[src/rtl/spy_pkg.sv]
// rtl/spy_pkg.sv - shared address map, command bits and sequencer states for the DBIR loader
package spy_pkg;

  localparam logic [1:0] SPY_DBIRL = 2'd0;
  localparam logic [1:0] SPY_DBIRM = 2'd1;
  localparam logic [1:0] SPY_DBIRH = 2'd2;
  localparam logic [1:0] SPY_CMD   = 2'd3;

  localparam int CMD_EXEC = 0;
  localparam int CMD_CLR  = 1;

  typedef enum logic [1:0] {
    ST_IDLE   = 2'd0,
    ST_SETTLE = 2'd1,
    ST_STEP   = 2'd2,
    ST_HOLD   = 2'd3
  } spy_state_e;

  // One-hot {H, M, L} strobe for a data address; CMD selects no register.
  function automatic logic [2:0] addr_strobe(input logic [1:0] addr);
    case (addr)
      SPY_DBIRL: return 3'b001;
      SPY_DBIRM: return 3'b010;
      SPY_DBIRH: return 3'b100;
      default:   return 3'b000;
    endcase
  endfunction

endpackage

[src/rtl/spy_dbir_loader.sv]
// rtl/spy_dbir_loader.sv - spy-bus writes into the debug-instruction register and debug single-step sequencer
module spy_dbir_loader
  import spy_pkg::*;
#(
  parameter int SETTLE_CYCLES = 2,
  parameter int HOLD_CYCLES   = 1
) (
  input  logic        clk,
  input  logic        reset_n,
  input  logic        host_valid,
  output logic        host_ready,
  input  logic [1:0]  host_addr,
  input  logic [15:0] host_data,
  output logic [15:0] spy_out,
  output logic        lddbirl,
  output logic        lddbirm,
  output logic        lddbirh,
  input  logic        halted,
  output logic        idebug,
  output logic        dstep,
  output logic [2:0]  loaded,
  output logic        err,
  output logic        busy,
  output logic [7:0]  exec_cnt
);

  localparam logic [3:0] SETTLE_LOAD = 4'(SETTLE_CYCLES - 1);
  localparam logic [3:0] HOLD_LOAD   = 4'(HOLD_CYCLES - 1);

  spy_state_e  state_q, state_d;
  logic [3:0]  cnt_q, cnt_d;
  logic [15:0] spy_out_q, spy_out_d;
  logic [2:0]  strb_q, strb_d;
  logic [2:0]  loaded_q, loaded_d;
  logic        err_q, err_d;
  logic        idebug_q, idebug_d;
  logic        dstep_q, dstep_d;
  logic [7:0]  exec_cnt_q, exec_cnt_d;
  logic        accept;

  assign host_ready = (state_q == ST_IDLE);
  assign busy       = (state_q != ST_IDLE);
  assign accept     = host_valid && host_ready;

  always_comb begin
    state_d    = state_q;
    cnt_d      = cnt_q;
    spy_out_d  = spy_out_q;
    strb_d     = 3'b000;
    loaded_d   = loaded_q;
    err_d      = err_q;
    idebug_d   = idebug_q;
    dstep_d    = 1'b0;
    exec_cnt_d = exec_cnt_q;

    case (state_q)
      ST_IDLE: begin
        idebug_d = 1'b0;
        if (accept) begin
          if (host_addr != SPY_CMD) begin
            spy_out_d = host_data;
            strb_d    = addr_strobe(host_addr);
            loaded_d  = loaded_q | addr_strobe(host_addr);
          end else begin
            // Clear is applied before the execute check sees loaded.
            if (host_data[CMD_CLR]) begin
              loaded_d = 3'b000;
              err_d    = 1'b0;
            end
            if (host_data[CMD_EXEC]) begin
              if (loaded_d == 3'b111 && halted) begin
                state_d  = ST_SETTLE;
                cnt_d    = SETTLE_LOAD;
                idebug_d = 1'b1;
              end else begin
                err_d = 1'b1;
              end
            end
          end
        end
      end

      ST_SETTLE: begin
        if (!halted) begin
          state_d  = ST_IDLE;
          err_d    = 1'b1;
          idebug_d = 1'b0;
        end else if (cnt_q == 4'd0) begin
          state_d = ST_STEP;
          dstep_d = 1'b1;
        end else begin
          cnt_d = cnt_q - 4'd1;
        end
      end

      ST_STEP: begin
        state_d = ST_HOLD;
        cnt_d   = HOLD_LOAD;
      end

      ST_HOLD: begin
        // The step is already issued, so halted no longer matters here.
        if (cnt_q == 4'd0) begin
          state_d    = ST_IDLE;
          idebug_d   = 1'b0;
          exec_cnt_d = exec_cnt_q + 8'd1;
        end else begin
          cnt_d = cnt_q - 4'd1;
        end
      end

      default: state_d = ST_IDLE;
    endcase
  end

  always_ff @(posedge clk) begin
    if (!reset_n) begin
      state_q    <= ST_IDLE;
      cnt_q      <= 4'd0;
      spy_out_q  <= 16'd0;
      strb_q     <= 3'b000;
      loaded_q   <= 3'b000;
      err_q      <= 1'b0;
      idebug_q   <= 1'b0;
      dstep_q    <= 1'b0;
      exec_cnt_q <= 8'd0;
    end else begin
      state_q    <= state_d;
      cnt_q      <= cnt_d;
      spy_out_q  <= spy_out_d;
      strb_q     <= strb_d;
      loaded_q   <= loaded_d;
      err_q      <= err_d;
      idebug_q   <= idebug_d;
      dstep_q    <= dstep_d;
      exec_cnt_q <= exec_cnt_d;
    end
  end

  assign spy_out  = spy_out_q;
  assign lddbirl  = strb_q[0];
  assign lddbirm  = strb_q[1];
  assign lddbirh  = strb_q[2];
  assign loaded   = loaded_q;
  assign err      = err_q;
  assign idebug   = idebug_q;
  assign dstep    = dstep_q;
  assign exec_cnt = exec_cnt_q;

endmodule

[config.mk]
export PLATFORM = sky130hd
export DESIGN_NAME = spy_dbir_loader
export DESIGN_NICKNAME = d
export VERILOG_FILES = /design/src/rtl/spy_pkg.sv /design/src/rtl/spy_dbir_loader.sv
export SDC_FILE = /design/constraint.sdc
export NUM_CORES = 1
export LEC_CHECK = 0
export ABC_AREA = 0
export ABC_CLOCK_PERIOD_IN_PS = 1990
export BUFFER_PORTS_ARGS = -buffer_cell sky130_fd_sc_hd__buf_4
export CORE_ASPECT_RATIO = 1.4
export CORE_UTILIZATION = 25
export CTS_CLUSTER_SIZE = 8
export DETAILED_ROUTE_END_ITERATION = 8
export PLACE_DENSITY = 0.44
export SYNTH_ARGS = -nofsm -noshare
export SYNTH_HDL_FRONTEND = slang
export SYNTH_SLANG_ARGS = --single-unit
[constraint.sdc]
create_clock -name clk -period 1.99 [get_ports clk]
set_clock_uncertainty 0.1 [all_clocks]
set_input_delay 0.0995 -clock clk [delete_from_list [all_inputs] [get_ports clk]]
set_output_delay 0.0995 -clock clk [all_outputs]
set_load 0.01 [all_outputs]
==> impl_metrics.csv, run 1 <==
group,metric,value,unit
grt,grt_pass1_wl,7.03,mm
setup_path,cp_cell_sequence,"and4bb_2, nand3_1, nor4_1, o21bai_1",
timing,worst_slack,0.280,ns
timing,max_slew_margin,0.673,
place,dp_hpwl,3.03,mm
finish,layout-drive-gt1-share,0.268,
route,first_pass_iters,6,
yosys,synth_top_cell_by_area,"dfxtp_1",
run_status,status,"finished, violations left",
worst_hold_path,min_to,"loaded[2]",
power,p_per_area,727,nW/um^2
die,num_io_pins,57,
route,post_drt_wl_per_cell,12.5,um
die,die_h,98.3,um
cts,cts_made_buffers,5,
power,pwr-share-seq,0.458,
yosys,ys_warn_count,0,
flow_run,maxCapViolations,0,
setup_path,cp_slowest_cell,"dfxtp_1",
route,remaining_drc_errors,5,
setup_path,start_kind,"flop",
run_status,violations,"design-rule violations",
cts,cts.sinks,39,
finish,nets,296,
timing,hold_viol,0,
yosys,ys_seq_area_frac,0.471,
yosys,yosysMostFrequentCell,"nand2_1",
timing,drv_slew,0,
cts,cts_setup_buffers,0,
grt,antenna_found_initial,0,
setup_path,cp.required,2.11,ns
die,rows,34,
place,gp_congestion,0.815,
setup_path,criticalPathCategory,"reg -> reg",
yosys,syn_avg_cell_area,8.41,um^2
power,internal-power,1.41,mW
route,antenna_left,0,
cts,clk_latency,0.29,ns
place,place_ws,0.275,ns
die,initial_core_util,0.263,
setup_path,reg2reg_depth,4,
power,switching_share,0.208,
timing,period_share,0.859,
worst_hold_path,worstHoldStart,"reset_n",
cts,h-tree-depth,2,
yosys,synth_top_area_frac,0.471,
yosys,ys_top_cells_by_count,"43 x nand2_1, 39 x dfxtp_1, 25 x a21oi_1",
yosys,synth_area,1660,um^2
grt,first_global_vias,1513,
timing,setup-tns-final,0,ns
yosys,ys.flop_type,"dfxtp_1",
grt,grt_remaining_overflow,0,
power,combPwrFrac,0.109,
worst_hold_path,hold_depth,2,
setup_path,critPathCaptureType,"flop",
setup_path,cp_max_fo,14,
grt,grt_util_all_layers,0.129,
yosys,ys_seq_elements,39,
die,core_area,6300,um^2
yosys,syn_inst,197,
power,p_leak,1.04,nW
setup_path,r2r_setup_slack,0.28,ns
route,vias,1567,
power,switchingPower,0.371,mW
power,p_clk_frac,0.433,
yosys,syn-num-nets,222,
die,die_area,6960,um^2
setup_path,crit-reg2reg-capture,"exec_cnt[5]",
cts,path_clk_slew,0.08,ns
timing,tightest_slew,0.490,ns
yosys,synthArstFlopShare,0,
yosys,synth-edff-count,0,
route,drt-total-wl,4.30,mm
cts,cts_tree,"done",
timing,setup-violations-final,0,
setup_path,path_buf_inv,0,
cts,clock_path_buffers,2,
timing,period_needed,1.71,ns
worst_hold_path,hold_path_class,"in -> reg",
die,die_w,70.8,um
yosys,synth_area_leaders,"dfxtp_1 47%, nand2_1 9.7%, a21oi_1 7.6%",
cts,clockRootBuffer,"clkbuf_8",
timing,rsz0062_at_grt,"no",
setup_path,critPathMaxStageDelay,0.57,ns
grt,grt_max_degree,19,
power,peakVddDrop,0.399,mV
place,portBuffers,56,
route,viasPerCell,4.56,
yosys,yosys.cell_types.count,39,
setup_path,r2r-start,"state_q[0]",
finish,area_growth_syn_to_layout,47.7,%
finish,diodes,0,
setup_path,critPathTopFamily,"simple AND/OR/NAND/NOR gates",
setup_path,worst_ep_arrival_time,1.83,ns
route,drtIter0Drc,69,
timing,fmax,585,MHz
==> timing repair <==
item                       CTS  global route
setup endpoints to repair    0             0
gates resized for setup      0             0
hold buffers                18             0
hold endpoints to repair    19             0
==> per-stage QoR <==
step / hold WS (ns) / cells / cell area [um^2] / utilization / total power [mW]
floorplan: 0.135 / 197 / 1660 / - / 0.911
CTS: 0.0136 / 344 / 2450 / 0.389 / 1.82
detailed placement: 0.255 / 318 / 2130 / 0.339 / 1.00
global route: 0.0176 / 344 / 2450 / 0.389 / 1.87
global placement: 0.251 / 318 / 2130 / 0.339 / 1.00
finish: 0.0208 / 344 / 2450 / 0.389 / 1.78
==> layout by cell type (no fill, tap or decap), types with 2 or more instances in the layout <==
cell type	instances
buf_4	60
nand2_1	43
dfxtp_1	39
a21oi_1	25
dlygate4sd3_1	18
nor2_1	16
xor2_1	6
nand4_1	5
clkbuf_8	5
inv_1	4
nand3_1	4
nor3_1	4
o21a_1	4
nand2b_1	3
and2_1	3
and3_1	3
ha_1	3
nand3b_1	2
nand4b_1	2
mux2_2	2
o21ai_0	2
bufinv_16	2
==> final cells by class <==
class | instances | area, um^2
multi-input combinational | 143 | 797
clock inverter | 2 | 60.1
tap | 72 | 90.1
timing repair buffer | 78 | 631
inverter | 4 | 15.0
clock buffer | 6 | 72.6
fill | 672 | 3850
sequential | 39 | 781
==> per-layer routing <==
metal	up-vias	track usage	part of all wire
li1	815	-	-
met1	713	0.138	0.44
met2	35	0.236	0.51
met3	4	0.0289	0.038
met4	0	0.0600	0.020
met5	-	0	0
==> how the worst max path moves through the flow <==
stage          startpoint           to  slack, ns  depth (start not counted)
2_1_floorplan    cnt_q[0]     cnt_q[3]       0.40                          7
3_3_place_gp     cnt_q[0]     cnt_q[3]       0.30                          6
3_5_place_dp     cnt_q[0]     cnt_q[3]       0.28                          6
4_1_cts        state_q[0]  exec_cnt[5]       0.27                          4
5_1_grt        state_q[0]     cnt_q[3]       0.12                          4
6_report       state_q[0]  exec_cnt[5]       0.28                          4
==> flip-flops by register name (all words and copies together), names as in the netlist, named ones only <==
name / count
cnt_q: 4
dstep: 1
err: 1
exec_cnt: 8
idebug: 1
loaded: 3
spy_out: 16
state_q: 1
strb_q: 3
==> cells by family (layout without fill, tap and decap cells) <==
kind of cell | count (synthesis) | count (layout) | share of synthesized area
buf+inv | 15 | 90 | 0.0476
fa+ha+maj | 3 | 3 | 0.0227
xor+xnor | 6 | 6 | 0.0317
flops | 39 | 39 | 0.471
simple gates | 92 | 92 | 0.267
compound gates | 40 | 40 | 0.147
mux | 2 | 2 | 0.0136
==> power by group through the flow <==
| stage | combinational (mW) | clock, mW | sequential (mW) |
|---|---|---|---|
| finish | 0.193 | 0.771 | 0.815 |
| global route | 0.211 | 0.837 | 0.818 |
| CTS | 0.196 | 0.805 | 0.815 |
| detailed placement | 0.167 | 0 | 0.833 |
| global placement | 0.167 | 0 | 0.833 |
| floorplan | 0.0681 | 0 | 0.843 |
Note: power is estimated with default switching activity, not from simulation.
==> run 2: changes to the inputs <==
--- a/config.mk
+++ b/config.mk
@@ -6,13 +6,12 @@
 export NUM_CORES = 1
 export LEC_CHECK = 0
 export ABC_AREA = 0
-export ABC_CLOCK_PERIOD_IN_PS = 1990
 export BUFFER_PORTS_ARGS = -buffer_cell sky130_fd_sc_hd__buf_4
 export CORE_ASPECT_RATIO = 1.4
-export CORE_UTILIZATION = 25
+export CORE_UTILIZATION = 49
 export CTS_CLUSTER_SIZE = 8
 export DETAILED_ROUTE_END_ITERATION = 8
-export PLACE_DENSITY = 0.44
+export PLACE_DENSITY_LB_ADDON = 0.2
 export SYNTH_ARGS = -nofsm -noshare
 export SYNTH_HDL_FRONTEND = slang
 export SYNTH_SLANG_ARGS = --single-unit
==> run 2 against run 1 <==
  * The run now ends clean
  * Clock power shrank 35%
  * Count of clock-buffer cells in the layout grew 1
  * First-iteration DRC count shrank 64%
  * Sequential share of layout area grew 1.4 points
  * Critical path type unchanged
==> impl_metrics.csv, run 2 (synthesis gave the netlist of run 1 again) <==
group,metric,value,unit
setup_path,worst_ep_arrival_time,1.86,ns
setup_path,start_kind,"flop",
route,first_pass_iters,4,
place,placed_cell_area,2090,um^2
grt,grt_pass1_wl,6.69,mm
die,die_w,51.1,um
timing,hold_viol,0,
place,portBuffers,56,
finish,fill_cells,251,
finish,multi_input_area,797,um^2
finish,layout-drive-gt1-share,0.266,
grt,grt_util_all_layers,0.245,
grt,grt_util_met3,0.0624,
setup_path,critPathTopFamily,"simple AND/OR/NAND/NOR gates",
cts,cts_tree,"done",
power,p_leak,1.01,nW
finish,layout.cells.non_filler,310,
die,die_h,70.8,um
timing,period_share,0.871,
setup_path,criticalPathCategory,"reg -> reg",
worst_hold_path,hold_path_class,"in -> reg",
place,dp_hpwl,2.59,mm
cts,path_clk_slew,0.07,ns
place,gp_congestion,0.821,
route,drtIter0Drc,25,
finish,diodes,0,
grt,grt_max_degree,17,
setup_path,critPathMaxStageDelay,0.57,ns
timing,tightest_slew,0.487,ns
grt,first_global_vias,1504,
timing,rsz0062_at_grt,"no",
cts,post_cts_resized,0,
setup_path,cp_slowest_cell,"dfxtp_1",
grt,grt_remaining_overflow,0,
power,p_per_area,645,nW/um^2
grt,grt_busiest_layer,"met2",
route,vias,1600,
setup_path,critPathCaptureType,"flop",
die,die_area,3620,um^2
timing,max_slew_margin,0.674,
route,drt-total-wl,4.08,mm
power,peakVddDrop,0.446,mV
timing,fmax,577,MHz
finish,final_common_cell,"buf_4",
route,antenna_left,0,
place,placed_cells,285,
die,rows,24,
grt,antenna_found_initial,0,
die,initial_core_util,0.520,
finish,largest_reg_flops,16,
timing,period_needed,1.73,ns
route,viasPerCell,5.16,
setup_path,cp_cell_sequence,"and4bb_2, nand3_1, nor4_1, o21bai_1",
cts,cts.sinks,39,
finish,ff_latch_area,781,um^2
setup_path,cp_max_fo,14,
finish,area_growth_syn_to_layout,41.5,%
timing,hold_slack,0.0169,ns
cts,cts_made_buffers,5,
setup_path,path_buf_inv,0,
cts,clk_latency,0.29,ns
die,num_io_pins,57,
cts,clockRootBuffer,"clkbuf_8",
finish,final_cell_mix,"60 x buf_4, 43 x nand2_1, 39 x dfxtp_1",
flow_run,maxCapViolations,0,
cts,h-tree-depth,2,
timing,setup-violations-final,0,
cts,clock_path_buffers,2,
finish,nets,295,
route,remaining_drc_errors,0,
route,post_drt_wl_per_cell,13.1,um
run_status,status,"finished clean",
finish,final_area,2340,um^2
setup_path,cp.required,2.11,ns
die,core_area,3180,um^2
grt,grt_util_met2,0.420,
timing,drv_slew,0,
grt,use_met1,0.280,
timing,setup-tns-final,0,ns
[run 2: cell count changes in the layout (fill, tap and decap cells not counted), sizes merged]
cell	previous run	this run
dlygate4sd3	18	17
clkinv	0	1
clkbuf	6	7
bufinv	2	0
[run 2: per-layer routing]
layer	vias to the layer above	part of all wire
met4	0	0.027
li1	811	-
met3	13	0.044
met5	-	0
met2	46	0.52
met1	730	0.41
[run 2: report_power, final]
group | internal, mW | switching [mW]
clock network | 0.246 | 0.258
registers | 0.803 | 0.0123
logic | 0.103 | 0.0899
[run 2: area by class of cell]
class                           count  area share
Multi-Input combinational cell    143       0.340
Sequential cell                    39       0.333
Timing Repair Buffer               77       0.265
Clock buffer                        7      0.0326
Tap cell                           39      0.0208
Inverter                            4     0.00641
Clock inverter                      1     0.00214
[run 2: path summary, 6_finish.rpt]
kind | from | end | slack (ns) | depth (start not counted)
min | reset_n | state_q[0] | 0.02 | 2
min reg2reg | spy_out[8] | spy_out[8] | 0.36 | 2
max reg2reg | state_q[0] | exec_cnt[5] | 0.26 | 4
max | state_q[0] | exec_cnt[5] | 0.26 | 4
[run 2: repair_timing]
action	in CTS	in global routing
setup buffers	0	0
hold endpoints to repair	18	0
hold buffers	17	0
[run 2: metrics by stage]
stage	setup slack, ns	utilization	total power, mW
final	0.257	0.736	1.51
after global routing	0.145	0.736	1.57
after CTS	0.288	0.736	1.52
after detailed placement	0.300	0.657	0.995
after global placement	0.364	0.657	0.993
after floorplan	0.399	-	0.911
